`src/rtl/uart_tx_fifo_pkg.sv`:
```
// -----------------------------------------------------------------------------
// uart_pkg
// Shared definitions for the buffered UART transmitter:
//   - parity mode encodings for the 2-bit par field
//   - transmitter FSM state type
//   - minimum legal frame length and the idle level of the serial line
//   - clampDlen(): forces a requested data length into MIN_DLEN..maxLen
// -----------------------------------------------------------------------------
package uart_pkg;

  localparam logic [1:0] PAR_NONE = 2'b00;
  localparam logic [1:0] PAR_EVEN = 2'b01;
  localparam logic [1:0] PAR_ODD  = 2'b10;
  localparam logic [1:0] PAR_MARK = 2'b11;

  localparam int MIN_DLEN   = 5;
  localparam int IDLE_LEVEL = 1;

  typedef enum logic [2:0] {
    IDLE,
    START,
    DATA,
    PARITY,
    STOP
  } txState_e;

  // Out-of-range lengths are pulled to the nearest legal value instead of
  // being rejected, so a bad register write still produces a sane frame.
  function automatic logic [4:0] clampDlen(input logic [4:0] d, input int maxLen);
    if (int'(d) < MIN_DLEN) begin
      return 5'(MIN_DLEN);
    end else if (int'(d) > maxLen) begin
      return 5'(maxLen);
    end else begin
      return d;
    end
  endfunction

endpackage

```
`src/rtl/uart_tx_fifo_if.sv`:
```
// -----------------------------------------------------------------------------
// uart_tx_fifo_if
// Write / configuration / status bundle of the buffered UART transmitter.
//   master : the sampling logic feeding words (drives wr_en, wr_data, config)
//   slave  : the transmitter (drives dout and the FIFO / frame status)
// Signals:
//   wr_en, wr_data          push a word into the transmit FIFO
//   baud_div                bit period = baud_div+1 clk cycles
//   dlen, par, snum         frame format, latched per word at pop time
//   dout                    serial line, idles high
//   busy, tx_done           frame in progress / end-of-frame pulse
//   full, empty, level      FIFO status
//   overflow                sticky, a write arrived while full
// -----------------------------------------------------------------------------
interface uart_tx_fifo_if #(
  parameter int DATA_W     = 8,
  parameter int FIFO_DEPTH = 8,
  parameter int DIV_W      = 16
);

  localparam int LVL_W = $clog2(FIFO_DEPTH) + 1;

  logic              wr_en;
  logic [DATA_W-1:0] wr_data;
  logic [DIV_W-1:0]  baud_div;
  logic [4:0]        dlen;
  logic [1:0]        par;
  logic              snum;
  logic              dout;
  logic              busy;
  logic              tx_done;
  logic              full;
  logic              empty;
  logic [LVL_W-1:0]  level;
  logic              overflow;

  modport master (
    output wr_en, wr_data, baud_div, dlen, par, snum,
    input  dout, busy, tx_done, full, empty, level, overflow
  );

  modport slave (
    input  wr_en, wr_data, baud_div, dlen, par, snum,
    output dout, busy, tx_done, full, empty, level, overflow
  );

endinterface

```
`src/rtl/uart_tx_fifo_sync_fifo.sv`:
```
// -----------------------------------------------------------------------------
// sync_fifo
// Single-clock FIFO with registered full/empty/level flags.
// Ports:
//   clk_i, rst_ni     clock, asynchronous active-low reset
//   push_i, wdata_i   write request and data (ignored while full)
//   pop_i             read request (ignored while empty)
//   rdata_o           head of the FIFO, valid whenever !empty_o
//   full_o, empty_o   registered flags
//   level_o           registered occupancy, 0..DEPTH
// -----------------------------------------------------------------------------
module sync_fifo #(
  parameter int WIDTH = 8,
  parameter int DEPTH = 8
) (
  input  logic                   clk_i,
  input  logic                   rst_ni,
  input  logic                   push_i,
  input  logic                   pop_i,
  input  logic [WIDTH-1:0]       wdata_i,
  output logic [WIDTH-1:0]       rdata_o,
  output logic                   full_o,
  output logic                   empty_o,
  output logic [$clog2(DEPTH):0] level_o
);

  localparam int AW    = $clog2(DEPTH);
  localparam int LVL_W = AW + 1;

  logic [WIDTH-1:0] mem_q [DEPTH];
  logic [AW-1:0]    wrPtr_q, rdPtr_q;
  logic [LVL_W-1:0] level_q, level_d;
  logic             full_q, empty_q;
  logic             doPush, doPop;

  // A write while full is dropped even if a read frees a slot in the same
  // cycle, so push qualification looks only at the registered full flag.
  assign doPush = push_i && !full_q;
  assign doPop  = pop_i && !empty_q;

  // Next occupancy; push and pop together leave it unchanged.
  always_comb begin
    level_d = level_q;
    if (doPush && !doPop) begin
      level_d = level_q + LVL_W'(1);
    end else if (doPop && !doPush) begin
      level_d = level_q - LVL_W'(1);
    end
  end

  // Pointers and flags; DEPTH is a power of two so pointers wrap naturally.
  always_ff @(posedge clk_i or negedge rst_ni) begin
    if (!rst_ni) begin
      wrPtr_q <= '0;
      rdPtr_q <= '0;
      level_q <= '0;
      full_q  <= 1'b0;
      empty_q <= 1'b1;
    end else begin
      if (doPush) wrPtr_q <= wrPtr_q + AW'(1);
      if (doPop)  rdPtr_q <= rdPtr_q + AW'(1);
      level_q <= level_d;
      full_q  <= (level_d == LVL_W'(DEPTH));
      empty_q <= (level_d == '0);
    end
  end

  // Storage needs no reset: the pointers decide which entries are valid.
  always_ff @(posedge clk_i) begin
    if (doPush) begin
      mem_q[wrPtr_q] <= wdata_i;
    end
  end

  assign rdata_o = mem_q[rdPtr_q];
  assign full_o  = full_q;
  assign empty_o = empty_q;
  assign level_o = level_q;

endmodule

```
`src/rtl/uart_tx_fifo.sv`:
```
// -----------------------------------------------------------------------------
// uart_tx_fifo
// Buffered UART transmitter. Words pushed through the interface wait in a
// FIFO and are sent LSB-first as: start bit, dlen data bits, optional parity
// bit, one or two stop bits. Bit period is baud_div+1 clk cycles.
// Ports:
//   clk_i   system clock, rising edge
//   rst_ni  asynchronous active-low reset; aborts any frame, empties FIFO
//   bus     uart_tx_fifo_if slave modport (write, config, line, status)
// -----------------------------------------------------------------------------
module uart_tx_fifo
  import uart_pkg::*;
#(
  parameter int DATA_W     = 8,
  parameter int FIFO_DEPTH = 8,
  parameter int DIV_W      = 16
) (
  input logic            clk_i,
  input logic            rst_ni,
  uart_tx_fifo_if.slave  bus
);

  localparam int LVL_W = $clog2(FIFO_DEPTH) + 1;

  logic [DATA_W-1:0] fifoRdata;
  logic              fifoFull, fifoEmpty;
  logic [LVL_W-1:0]  fifoLevel;
  logic              pop;

  txState_e          state_q, state_d;
  logic [DIV_W-1:0]  baudCnt_q, baudCnt_d;
  logic [4:0]        bitIdx_q, bitIdx_d;
  logic [DATA_W-1:0] shift_q, shift_d;
  logic [4:0]        dlen_q, dlen_d;
  logic [1:0]        par_q, par_d;
  logic              snum_q, snum_d;
  logic              parBit_q, parBit_d;
  logic              txDone_q, txDone_d;
  logic              overflow_q, overflow_d;

  logic              bitEnd;
  logic [4:0]        dlenClamped;
  logic [DATA_W-1:0] dataMask;
  logic [DATA_W-1:0] maskedWord;
  logic              dataXor;
  logic              doutComb;

  sync_fifo #(
    .WIDTH (DATA_W),
    .DEPTH (FIFO_DEPTH)
  ) u_fifo (
    .clk_i   (clk_i),
    .rst_ni  (rst_ni),
    .push_i  (bus.wr_en),
    .pop_i   (pop),
    .wdata_i (bus.wr_data),
    .rdata_o (fifoRdata),
    .full_o  (fifoFull),
    .empty_o (fifoEmpty),
    .level_o (fifoLevel)
  );

  // Word masking and parity of the head word, evaluated on the pop cycle so
  // the parity bit is ready before the frame even starts.
  assign dlenClamped = clampDlen(bus.dlen, DATA_W);

  always_comb begin
    dataMask = '0;
    for (int i = 0; i < DATA_W; i++) begin
      dataMask[i] = (i < int'(dlenClamped));
    end
  end

  assign maskedWord = fifoRdata & dataMask;
  assign dataXor    = ^maskedWord;
  assign bitEnd     = (state_q != IDLE) && (baudCnt_q == bus.baud_div);

  // Baud counter: parked at zero while idle, otherwise wraps at baud_div.
  always_comb begin
    baudCnt_d = '0;
    if (state_q != IDLE && !bitEnd) begin
      baudCnt_d = baudCnt_q + DIV_W'(1);
    end
  end

  // Frame sequencing. The last stop bit either returns to IDLE or, when more
  // data is queued, pops immediately so frames run back-to-back without an
  // idle bit in between. bitIdx_q counts data bits in DATA and stop bits in
  // STOP.
  always_comb begin
    state_d    = state_q;
    bitIdx_d   = bitIdx_q;
    shift_d    = shift_q;
    dlen_d     = dlen_q;
    par_d      = par_q;
    snum_d     = snum_q;
    parBit_d   = parBit_q;
    txDone_d   = 1'b0;
    pop        = 1'b0;
    overflow_d = overflow_q | (bus.wr_en & fifoFull);

    case (state_q)
      IDLE: begin
        if (!fifoEmpty) begin
          pop     = 1'b1;
          state_d = START;
        end
      end
      START: begin
        if (bitEnd) begin
          state_d  = DATA;
          bitIdx_d = '0;
        end
      end
      DATA: begin
        if (bitEnd) begin
          shift_d = shift_q >> 1;
          if (bitIdx_q == dlen_q - 5'd1) begin
            bitIdx_d = '0;
            state_d  = (par_q != PAR_NONE) ? PARITY : STOP;
          end else begin
            bitIdx_d = bitIdx_q + 5'd1;
          end
        end
      end
      PARITY: begin
        if (bitEnd) begin
          state_d  = STOP;
          bitIdx_d = '0;
        end
      end
      STOP: begin
        if (bitEnd) begin
          if (bitIdx_q == {4'b0, snum_q}) begin
            txDone_d = 1'b1;
            if (!fifoEmpty) begin
              pop     = 1'b1;
              state_d = START;
            end else begin
              state_d = IDLE;
            end
          end else begin
            bitIdx_d = bitIdx_q + 5'd1;
          end
        end
      end
      default: begin
        state_d = IDLE;
      end
    endcase

    // Format is captured together with the word so mid-frame config changes
    // only affect the following frame.
    if (pop) begin
      shift_d = maskedWord;
      dlen_d  = dlenClamped;
      par_d   = bus.par;
      snum_d  = bus.snum;
      case (bus.par)
        PAR_EVEN: parBit_d = dataXor;
        PAR_ODD:  parBit_d = ~dataXor;
        PAR_MARK: parBit_d = 1'b1;
        default:  parBit_d = 1'b1;
      endcase
    end
  end

  // State register for the transmitter and the sticky overflow flag.
  always_ff @(posedge clk_i or negedge rst_ni) begin
    if (!rst_ni) begin
      state_q    <= IDLE;
      baudCnt_q  <= '0;
      bitIdx_q   <= '0;
      shift_q    <= '0;
      dlen_q     <= 5'(DATA_W);
      par_q      <= PAR_NONE;
      snum_q     <= 1'b0;
      parBit_q   <= 1'b0;
      txDone_q   <= 1'b0;
      overflow_q <= 1'b0;
    end else begin
      state_q    <= state_d;
      baudCnt_q  <= baudCnt_d;
      bitIdx_q   <= bitIdx_d;
      shift_q    <= shift_d;
      dlen_q     <= dlen_d;
      par_q      <= par_d;
      snum_q     <= snum_d;
      parBit_q   <= parBit_d;
      txDone_q   <= txDone_d;
      overflow_q <= overflow_d;
    end
  end

  // Line level is decoded straight from the state so a reset forces the
  // line high without waiting for a clock edge.
  always_comb begin
    doutComb = 1'(IDLE_LEVEL);
    case (state_q)
      START:   doutComb = 1'b0;
      DATA:    doutComb = shift_q[0];
      PARITY:  doutComb = parBit_q;
      default: doutComb = 1'(IDLE_LEVEL);
    endcase
  end

  assign bus.dout     = doutComb;
  assign bus.busy     = (state_q != IDLE);
  assign bus.tx_done  = txDone_q;
  assign bus.full     = fifoFull;
  assign bus.empty    = fifoEmpty;
  assign bus.level    = fifoLevel;
  assign bus.overflow = overflow_q;

endmodule

```
`src/flat_wrapper.sv`:
```
// flat-port wrapper written by rule: the top's interface ports become plain ports
module uart_tx_fifo_flat import uart_pkg::*;
#(
  parameter int DATA_W     = 8,
  parameter int FIFO_DEPTH = 8,
  parameter int DIV_W      = 16
)
  (clk_i, rst_ni, bus_wr_en, bus_wr_data, bus_baud_div, bus_dlen, bus_par, bus_snum, bus_dout, bus_busy, bus_tx_done, bus_full, bus_empty, bus_level, bus_overflow);
  uart_tx_fifo_if #(.DATA_W(DATA_W), .FIFO_DEPTH(FIFO_DEPTH), .DIV_W(DIV_W)) bus_i ();
  input logic clk_i;
  input logic rst_ni;
  input wire logic [$bits(bus_i.wr_en)-1:0] bus_wr_en;
  input wire logic [$bits(bus_i.wr_data)-1:0] bus_wr_data;
  input wire logic [$bits(bus_i.baud_div)-1:0] bus_baud_div;
  input wire logic [$bits(bus_i.dlen)-1:0] bus_dlen;
  input wire logic [$bits(bus_i.par)-1:0] bus_par;
  input wire logic [$bits(bus_i.snum)-1:0] bus_snum;
  output wire logic [$bits(bus_i.dout)-1:0] bus_dout;
  output wire logic [$bits(bus_i.busy)-1:0] bus_busy;
  output wire logic [$bits(bus_i.tx_done)-1:0] bus_tx_done;
  output wire logic [$bits(bus_i.full)-1:0] bus_full;
  output wire logic [$bits(bus_i.empty)-1:0] bus_empty;
  output wire logic [$bits(bus_i.level)-1:0] bus_level;
  output wire logic [$bits(bus_i.overflow)-1:0] bus_overflow;
  assign bus_i.wr_en = bus_wr_en;
  assign bus_i.wr_data = bus_wr_data;
  assign bus_i.baud_div = bus_baud_div;
  assign bus_i.dlen = bus_dlen;
  assign bus_i.par = bus_par;
  assign bus_i.snum = bus_snum;
  assign bus_dout = bus_i.dout;
  assign bus_busy = bus_i.busy;
  assign bus_tx_done = bus_i.tx_done;
  assign bus_full = bus_i.full;
  assign bus_empty = bus_i.empty;
  assign bus_level = bus_i.level;
  assign bus_overflow = bus_i.overflow;
  uart_tx_fifo #(.DATA_W(DATA_W), .FIFO_DEPTH(FIFO_DEPTH), .DIV_W(DIV_W)) u_core (.clk_i(clk_i), .rst_ni(rst_ni), .bus(bus_i));
endmodule
```
`config.mk`:
```
export PLATFORM = sky130hd
export DESIGN_NAME = uart_tx_fifo_flat
export DESIGN_NICKNAME = d
export VERILOG_FILES = /design/src/rtl/uart_tx_fifo_pkg.sv /design/src/rtl/uart_tx_fifo_if.sv /design/src/rtl/uart_tx_fifo_sync_fifo.sv /design/src/rtl/uart_tx_fifo.sv /design/src/flat_wrapper.sv
export SDC_FILE = /design/constraint.sdc
export NUM_CORES = 1
export LEC_CHECK = 0
export ABC_AREA = 1
export BUFFER_PORTS_ARGS = -buffer_cell sky130_fd_sc_hd__buf_4
export CAP_MARGIN = 10
export CORE_MARGIN = 2
export CORE_UTILIZATION = 55
export DETAILED_ROUTE_END_ITERATION = 10
export MAX_ROUTING_LAYER = met4
export PLACE_DENSITY = 0.86
export RECOVER_POWER = 50
export SLEW_MARGIN = 20
export SYNTH_ARGS = -nofsm -noshare
export SYNTH_HDL_FRONTEND = slang
export SYNTH_SLANG_ARGS = --single-unit
```
`constraint.sdc`:
```
create_clock -name clk_i -period 1.94 [get_ports clk_i]
set_input_delay 0.097 -clock clk_i [delete_from_list [all_inputs] [get_ports clk_i]]
set_output_delay 0.097 -clock clk_i [all_outputs]
set_load 0.01 [all_outputs]
```
==> metrics <==
Final setup violation count 14; Starting DRT DRC Count approximately 700; post-synthesis async set-or-reset flop share around 46%; H-tree depth 4; failing checks design-rule violations, negative setup slack; DPL Wire Length around 9000 um; core region area 11,000 sq um; max_cap viols 0; height of the die 111 um; Vias slightly below 6,000; Worst R2R Start u_core.u_fifo.rdPtr_q[0]; port bufs 44; crit-path max FO 8; final hold violation count 0; row cnt 38; Fmax achieved around 450 MHz; RePlAce Congestion ~0.91; CTS Sinks around 120; Netlist Area Pre-Place approximately 6300 sq um; Fin Setup TNS -1.12 ns; Slew headroom around 8.6%; Filler Cells Inserted about 650; first-pass GRT wire length 22,700 um; # IOs 45; worst min path class input pin to flop; WL final around 19,000 um; Worst setup SP type flop; Power Density approximately 1100 nW/um^2; Ys Warns 0; hold endpoint u_core.dlen_q[1]; CTS Buf Count 17; GRT overflow 0; hold depth 3; Antenna Cells 0; crit end category flop; maximum vdd ir drop just under 0.0007 V; FF+latch count, synth approximately 120; Final Worst Setup Slack -0.272 ns; Reg2Reg Depth 15; vias in the first global route ~4,800; clock tree from TritonCTS yes; Worst-Skew Late Latency ~0.43 ns; Die Footprint approximately 12,000 sq um; clock skew between 0.008 and 0.009 ns; Longest Clk Path Bufs 2; gr usage total 23.9%; Seq/Total Area, Yosys between 50% and 60%; Distinct cells, synth 40; most common cell after layout, fill and taps aside nand2_1; Syn Inst Count approximately 740; area grow syn2layout 30.6%; final net count roughly 900; Antenna Nets Post-Route 0; Critical Path RT 2.26 ns; Hold WS about 0.022 ns; Net Count, Synth approximately 800; r2r endpoint u_core.parBit_q; root buffer cell clkbuf_16; Die Width about 110 um; drt drc 1; kind of critical path flop to flop; Final Max Slew Viols 0; initial antenna violation count 0; Critical Path AT ~2.5 ns; R2R setup slack -0.27 ns; Avg WL per Cell about 19 um; First-pass DRT Iterations 11; most common flop cell mapped by yosys edfxtp_1; Vias/cell 5.81; fraction of layout cells with a size suffix above 1 28.7%; Post-synth EDFFs 64; Worst Max-Slew Pin Slew ~1.4 ns; status complete, but fails checks; Initial Utilization 57.1%; min-delay src bus_dlen[2]; largest net degree at the start of global routing 56; fin crit share 114%; clock-pin slew on the worst setup and hold paths ~0.06 ns; fin crit period between 2 and 2.5 ns; RSZ-0062 raised after global routing true; commonest cells after routing, fill and taps aside 200 x nand2_1, 98 x inv_1, 76 x buf_4; Avg Cell Area, Syn roughly 8.4 sq um; leak pwr 3.84 nW
==> synth_stat cells, drive strengths merged (5+ instances only) <==
cell type	instances	share of area, %
edfxtp	64	31
nand3	75	6.3
o21ai	23	1.8
nand4	9	0.90
o221ai	5	0.80
ha	9	1.8
a21oi	13	1.1
nand2	242	15
xor2	21	2.9
dfrtp	53	21
nor3	6	0.56
nor2	69	4.9
buf	16	2.1
inv	116	7.0
==> what timing repair did <==
item,in CTS,in global routing
hold buffers,13,0
gates cloned,0,6
pin swaps,1,49
gates resized for setup,4,104
buffers inserted,1,17
endpoints found under the setup margin,8,29
endpoints found under the hold margin,121,0
==> final cells by class <==
type                       instances  area (sq um)  share of cell area [%]
timing repair buffer             110           933                    11.4
timing repair inverter             1          11.3                   0.138
tap                              140           175                    2.14
clock inverter                    13           146                    1.79
clock buffer                      19           443                    5.41
inverter                         119           459                    5.61
sequential                       119          3300                    40.4
multi-input combinational        489          2710                    33.1
==> report_power, final <==
part / switching (mW) / total [mW] / internal, mW
combinational: 1.39 / 2.22 / 0.830
clock: 1.24 / 3.17 / 1.94
sequential: 0.309 / 3.39 / 3.08
==> registers in the layout, indices dropped and copies added (netlist names) <==
signal and cells:
u_core.u_fifo.level_o 4, u_core.state_q 3, u_core.baudCnt_q 16, u_core.shift_q 8, u_core.u_fifo.empty_o 1, u_core.u_fifo.mem_q 64
u_core.u_fifo.full_o 1, u_core.u_fifo.rdPtr_q 3, u_core.dlen_q 5, u_core.parBit_q 1, u_core.u_fifo.wrPtr_q 3, u_core.bus.overflow 1
u_core.par_q 2, u_core.bitIdx_q 5, u_core.bus.tx_done 1, u_core.snum_q 1
==> through the flow <==
stage,utilization [%],area [sq um],instances,worst slack [ns],total power [mW]
final,74.5,8190,1010,-0.272,8.78
after global routing,74.5,8190,1010,-0.364,9.10
after CTS,69.5,7640,987,-0.0109,8.25
after detailed placement,62.8,6900,941,-0.0165,5.11
after global placement,62.8,6900,941,0.0586,5.05
after floorplan,-,6270,743,-0.0191,4.49
==> cell families (layout without fill, tap and decap cells) <==
logic type      count (synthesis)  count (layout)  synth area share (%)
compound gates                 47              47                  4.55
xor+xnor                       24              24                  3.35
flops                         119             119                  52.6
fa+ha+maj                       9               9                  1.80
buf+inv                       136             262                  9.30
simple gates                  408             409                  28.4
==> how the worst max path moves through the flow <==
stage | from | to | slack, ns | cells past startpoint
finish | u_core.u_fifo.rdPtr_q[0] | u_core.parBit_q | -0.27 | 15
global route | u_core.u_fifo.rdPtr_q[0] | u_core.parBit_q | -0.36 | 16
CTS | u_core.baudCnt_q[0] | u_core.baudCnt_q[12] | -0.01 | 14
detailed placement | u_core.baudCnt_q[0] | u_core.baudCnt_q[14] | -0.02 | 16
global placement | u_core.baudCnt_q[0] | u_core.baudCnt_q[14] | 0.06 | 16
floorplan | u_core.u_fifo.full_o | u_core.u_fifo.mem_q[4][0] | -0.02 | 4
==> layer usage <==
metal	routed length, um	GRT usage [%]
met1	6790	30.0
met5	0	-
met3	2060	5.08
met4	1160	11.1
met2	8700	37.3
==> worst max-delay path, stage by stage (launching register included) <==
cell and delay (ns):
dfrtp_4 0.60, buf_8 0.19, nand2_1 0.08, nand3_1 0.13, nand2_1 0.11, nand2_1 0.06
nand2_1 0.13, nand2_2 0.09, nand2_2 0.11, nand2_2 0.08, nand2_1 0.09, nand3_2 0.11
nand3_2 0.08, nand3_1 0.08, nand2_1 0.10, inv_1 0.06
Power figures use the tool's default switching activity.
